==> src/rtl/burst_ram_arbiter.sv <==
// Two-requester whole-line controller in front of BurstRAM: round-robin grant,
// command strobe, write-line serialization and read-burst assembly into rd_line.
`timescale 1ns/1ps
module burst_ram_arbiter #(
  parameter int ADDRESS_BITWIDTH = 32,
  parameter int DATA_BITWIDTH    = 64,
  parameter int BURST_COUNT      = 4
) (
  input  logic                                   clk,
  input  logic                                   rst,
  input  logic                                   req0_valid,
  input  logic                                   req1_valid,
  input  logic                                   req0_write,
  input  logic                                   req1_write,
  input  logic [ADDRESS_BITWIDTH-1:0]            req0_addr,
  input  logic [ADDRESS_BITWIDTH-1:0]            req1_addr,
  input  logic [DATA_BITWIDTH*BURST_COUNT-1:0]   req0_wr_line,
  input  logic [DATA_BITWIDTH*BURST_COUNT-1:0]   req1_wr_line,
  output logic                                   req0_done,
  output logic                                   req1_done,
  output logic [DATA_BITWIDTH*BURST_COUNT-1:0]   rd_line,
  output logic                                   ram_cmd,
  output logic                                   ram_cmd_en,
  output logic [ADDRESS_BITWIDTH-1:0]            ram_addr,
  output logic [DATA_BITWIDTH-1:0]               ram_wr_data,
  output logic [DATA_BITWIDTH/8-1:0]             ram_data_mask,
  input  logic [DATA_BITWIDTH-1:0]               ram_rd_data,
  input  logic                                   ram_rd_data_ready,
  input  logic                                   ram_busy
);

  localparam int IW = (BURST_COUNT > 1) ? $clog2(BURST_COUNT) : 1;
  localparam int CW = IW + 1;
  localparam int LW = DATA_BITWIDTH * BURST_COUNT;
  localparam logic [CW-1:0] LAST_WORD = CW'(BURST_COUNT - 1);
  localparam logic [CW-1:0] ALL_WORDS = CW'(BURST_COUNT);
  localparam logic [ADDRESS_BITWIDTH-1:0] ALIGN_MASK = ~(ADDRESS_BITWIDTH'(BURST_COUNT - 1));

  typedef enum logic [1:0] {IDLE, WRITE_BURST, READ_WAIT, DONE} state_t;

  state_t                      state, state_n;
  logic [CW-1:0]               cnt, cnt_n;
  logic                        gnt, gnt_n;
  logic                        last_gnt, last_n;
  logic [LW-1:0]               line_q, line_n;
  logic                        cmd_en_n, cmd_n, done0_n, done1_n;
  logic [ADDRESS_BITWIDTH-1:0] addr_n;
  logic [DATA_BITWIDTH-1:0]    wr_n;
  logic [LW-1:0]               rd_n;

  logic                        pick, sel_write;
  logic [ADDRESS_BITWIDTH-1:0] sel_addr;
  logic [LW-1:0]               sel_line;

  function automatic logic [DATA_BITWIDTH-1:0] word_of(input logic [LW-1:0] line,
                                                       input logic [IW-1:0] idx);
    return line[int'(idx) * DATA_BITWIDTH +: DATA_BITWIDTH];
  endfunction

  // On a tie the requester not served last wins; otherwise whoever is valid.
  assign pick      = (req0_valid && req1_valid) ? ~last_gnt : req1_valid;
  assign sel_write = pick ? req1_write : req0_write;
  assign sel_addr  = pick ? req1_addr : req0_addr;
  assign sel_line  = pick ? req1_wr_line : req0_wr_line;

  assign ram_data_mask = '0;

  always_comb begin
    state_n  = state;
    cnt_n    = cnt;
    gnt_n    = gnt;
    last_n   = last_gnt;
    line_n   = line_q;
    cmd_en_n = 1'b0;
    cmd_n    = ram_cmd;
    addr_n   = ram_addr;
    wr_n     = ram_wr_data;
    done0_n  = 1'b0;
    done1_n  = 1'b0;
    rd_n     = rd_line;
    case (state)
      IDLE: begin
        if (!ram_busy && (req0_valid || req1_valid)) begin
          gnt_n    = pick;
          last_n   = pick;
          line_n   = sel_line;
          cmd_en_n = 1'b1;
          cmd_n    = sel_write;
          addr_n   = sel_addr & ALIGN_MASK;
          if (sel_write) begin
            wr_n    = word_of(sel_line, '0);
            cnt_n   = CW'(1);
            state_n = WRITE_BURST;
          end else begin
            cnt_n   = '0;
            state_n = READ_WAIT;
          end
        end
      end
      WRITE_BURST: begin
        // Counter reaching BURST_COUNT means the last word is on the bus this cycle.
        if (cnt == ALL_WORDS) begin
          state_n = DONE;
          done0_n = ~gnt;
          done1_n = gnt;
        end else begin
          wr_n  = word_of(line_q, cnt[IW-1:0]);
          cnt_n = cnt + 1'b1;
        end
      end
      READ_WAIT: begin
        if (ram_rd_data_ready) begin
          rd_n[int'(cnt[IW-1:0]) * DATA_BITWIDTH +: DATA_BITWIDTH] = ram_rd_data;
          cnt_n = cnt + 1'b1;
          if (cnt == LAST_WORD) begin
            state_n = DONE;
            done0_n = ~gnt;
            done1_n = gnt;
          end
        end
      end
      DONE:    state_n = IDLE;
      default: state_n = IDLE;
    endcase
  end

  always_ff @(posedge clk or posedge rst) begin
    if (rst) begin
      state       <= IDLE;
      cnt         <= '0;
      gnt         <= 1'b0;
      last_gnt    <= 1'b1;
      line_q      <= '0;
      ram_cmd_en  <= 1'b0;
      ram_cmd     <= 1'b0;
      ram_addr    <= '0;
      ram_wr_data <= '0;
      req0_done   <= 1'b0;
      req1_done   <= 1'b0;
      rd_line     <= '0;
    end else begin
      state       <= state_n;
      cnt         <= cnt_n;
      gnt         <= gnt_n;
      last_gnt    <= last_n;
      line_q      <= line_n;
      ram_cmd_en  <= cmd_en_n;
      ram_cmd     <= cmd_n;
      ram_addr    <= addr_n;
      ram_wr_data <= wr_n;
      req0_done   <= done0_n;
      req1_done   <= done1_n;
      rd_line     <= rd_n;
    end
  end

endmodule
==> config.mk <==
export PLATFORM = sky130hd
export DESIGN_NAME = burst_ram_arbiter
export DESIGN_NICKNAME = d
export VERILOG_FILES = /design/src/rtl/burst_ram_arbiter.sv
export SDC_FILE = /design/constraint.sdc
export NUM_CORES = 1
export LEC_CHECK = 0
export ABC_AREA = 1
export BUFFER_PORTS_ARGS = -buffer_cell sky130_fd_sc_hd__buf_2
export CAP_MARGIN = 20
export CORE_AREA = 5 5 390 392
export CTS_CLUSTER_DIAMETER = 120
export DETAILED_ROUTE_END_ITERATION = 6
export DIE_AREA = 0 0 395 397
export SLEW_MARGIN = 20
export SYNTH_ARGS = -nofsm -noshare
export SYNTH_HDL_FRONTEND = slang
export SYNTH_SLANG_ARGS = --single-unit
==> constraint.sdc <==
create_clock -name clk -period 18.5 [get_ports clk]
set_input_delay 1.85 -clock clk [delete_from_list [all_inputs] [get_ports clk]]
set_output_delay 1.85 -clock clk [all_outputs]
set_load 0.02 [all_outputs]
==> flow_summary_export.csv <==
group,metric,value,unit
run_status,status,"finished clean",
timing,tightest_slew,1.19,ns
global_routing,grt_pass1_wl,225000,um
global_routing,globalRouteMet1Util,0.239,
clock_network,cts_resized,0,
routing,drc,0,
logic_synthesis,yosysSeqAreaShare,0.523,
worst_setup_path,cp.arrival,5.72,ns
timing,period_share,0.276,
worst_setup_path,critPathRequiredTime,19.11,ns
clock_network,cts_tree,"yes",
global_routing,use_met2,0.317,
routing,wire_per_inst,23.9,um
worst_setup_path,critPathLaunchType,"primary input",
logic_synthesis,yosysWarningCount,0,
floorplanning,boundaryPins,1012,
timing,fin_worst_skew,0.0707,ns
floorplanning,die_x,395,um
placed_design,placed_cells,6494,
timing,timing.fmax,196,MHz
cells_and_area,nFillCells,16419,
floorplanning,core_area,149000,um^2
cells_and_area,fin_nets,5285,
cells_and_area,multi_input_area,12400,um^2
clock_network,cts.sink_count,617,
clock_network,numCtsBuffers,76,
logic_synthesis,syn_avg_cell_area,7.76,um^2
timing,setup_violations,0,
floorplanning,rows,142,
global_routing,use_met3,0.0639,
placed_design,io_buffers,997,
worst_setup_path,criticalPathCategory,"primary input to register",
global_routing,grt-busiest-layer,"met2",
logic_synthesis,synth_seq_cells,617,
pwr,ir_drop,0.0824,mV
worst_setup_path,worst-path-max-fanout,100,
timing,drv_slew,0,
clock_network,clk_latency,0.70,ns
min_path,holdPathEnd,"req0_done",
clock_network,clockBufferDepth,3,
logic_synthesis,synth.cell_area,29500,um^2
timing,finalHoldViolations,0,
placed_design,gp_congestion,0.972,
clock_network,postCtsHoldBufs,0,
clock_network,h-tree-depth,3,
timing,post-route-min-period,5.11,ns
min_path,hold_path.class,"register to register",
global_routing,track_usage,0.195,
floorplanning,die_h,397,um
placed_design,dpl.hpwl,115000,um
routing,avgViaCountPerCell,4.70,
min_path,hold_depth,1,
clock_network,clk_pin_slew,0.06,ns
routing,drt-total-wl,160000,um
worst_setup_path,reg2reg_slack,14.28,ns
cells_and_area,ff_latch_area,15400,um^2
min_path,hp-start,"gnt",
clock_network,cts_root_buf,"clkbuf_16",
worst_setup_path,r2r_start,"cnt[1]",
cells_and_area,instances_no_fill,6674,
routing,drt_pass1_iterations,7,
cells_and_area,layout-drive-gt1-share,0.255,
routing,drtIter0Drc,2948,
timing,slew_headroom,0.207,
pwr,p_leak,0.0197,uW
worst_setup_path,end_kind,"register",
worst_setup_path,r2r_cells,9,
flow_run,max_cap_viol_count,0,
cells_and_area,area_growth,31.5,%
routing,via_count,31362,
global_routing,grt_pass1_vias,30804,
worst_setup_path,r2r-end,"rd_line[176]",
global_routing,antenna_found_initial,83,
timing,rsz0062_at_grt,"no",
routing,detail-route-antenna-nets,0,
global_routing,grt_max_degree,157,
floorplanning,dieArea,157000,um^2
floorplanning,start_util,0.199,
timing,fin_setup_tns,0,ns
clock_network,post-cts-setup-buffers,0,
logic_synthesis,synthDistinctLibCells,27,
global_routing,grt_overflow,0,
logic_synthesis,synth_cells,3802,
pwr,p_per_area,168,nW/um^2
placed cells by master (no fill, tap or decap), types with 2 or more instances in the layout:
master         n
inv_6          7
inv_2          5
dfrtp_1      614
clkbuf_1      13
nand2_1     1235
nand2_2        3
buf_4         46
ha_1           8
clkinv_2       9
nand3b_1      64
nor2_1       234
clkinvlp_4     6
inv_16         2
nor2_2         3
buf_12         2
nand3_1      401
clkbuf_16     76
inv_1         96
buf_2        996
o31ai_1       16
clkbuf_8      14
dfrtp_4        2
o21ai_0      559
inv_8          2
clkinv_16      4
o21ai_1      236
diode_2       47
conb_1        10
nand2_4        4
nor2_4         2
bufinv_16      4
where the power goes:
group	total [uW]	leakage [uW]	internal (uW)	switching, uW
registers	2230	0.00796	1890	348
logic	2700	0.0105	755	1950
clock network	1570	0.00124	883	683
total	6500	0.0197	3520	2980
sequential cells by signal, summed over array words and instances (netlist names):
register     count
ram_cmd          1
gnt              1
ram_cmd_en       1
last_gnt         1
rd_line        256
state            2
ram_wr_data     64
req1_done        1
ram_addr        30
cnt              3
req0_done        1
line_q         256
how the worst max path moves through the flow:
stage                            to  slack (ns)  startpoint
finish                  line_q[156]       13.39  req0_valid
global route            line_q[165]       12.87         rst
CTS                 ram_wr_data[25]       13.34         rst
detailed placement       line_q[91]       12.58         rst
global placement        line_q[156]       12.58  req0_valid
floorplan                    cnt[0]        8.23         rst
cells by family (layout without fill, tap and decap cells):
logic type                 after synthesis  in the layout  share of synthesized area
buffers and inverters                  412           1284                     0.0591
DFF                                    617            617                      0.523
and+or+nand+nor                       1950           1950                      0.275
other                                    1             57                   0.000127
AOI/OAI and AO/OA                      813            813                      0.139
adders and majority gates                9              9                    0.00381
layer usage:
metal | part of all wire | vias up
met5 | 0.0017 | -
met4 | 0.039 | 42
met3 | 0.10 | 298
met2 | 0.47 | 1465
met1 | 0.39 | 15414
li1 | - | 14143
Yosys cell counts, drive strengths merged:
cell    count  area [um^2]
dfstp       1         26.3
or2         1         6.26
o21bai      1         11.3
a21oi       1         5.00
clkbuf    151          568
nand3     402         2020
o31ai      16          120
nor2      240          932
buf       154          775
nand2    1243         4670
dfrtp     616        15400
o21ai     795         3980
nand3b     64          480
inv       107          402
conb        1         3.75
ha          9          113
metrics by stage:
step	hold slack (ns)	setup WS (ns)	util	instance area, um^2	power (uW)
final	0.428	13.39	0.261	38800	6500
after global routing	0.456	12.87	0.261	38800	6930
after CTS	0.431	13.34	0.260	38700	6580
after detailed placement	0.422	12.58	0.243	36100	4980
after global placement	0.414	12.58	0.243	36100	4940
after floorplan	0.402	8.23	-	29600	3820
layout make-up:
type | instances | share of cell area
repair buffers | 1044 | 0.138
diodes | 47 | 0.00303
well taps | 1944 | 0.0627
flip-flops and latches | 617 | 0.398
clock inverters | 30 | 0.0108
clock buffers | 103 | 0.0552
multi-input cells | 2782 | 0.321
inverters | 107 | 0.0111
worst max-delay path: stages:
cell and delay, ns:
buf_2 0.16, nand2_4 0.35, nand2_8 0.47, inv_6 0.79, buf_4 0.58, buf_4 0.69
o21ai_0 0.40, o21ai_1 0.22
Note: power is estimated with default switching activity, not from simulation.
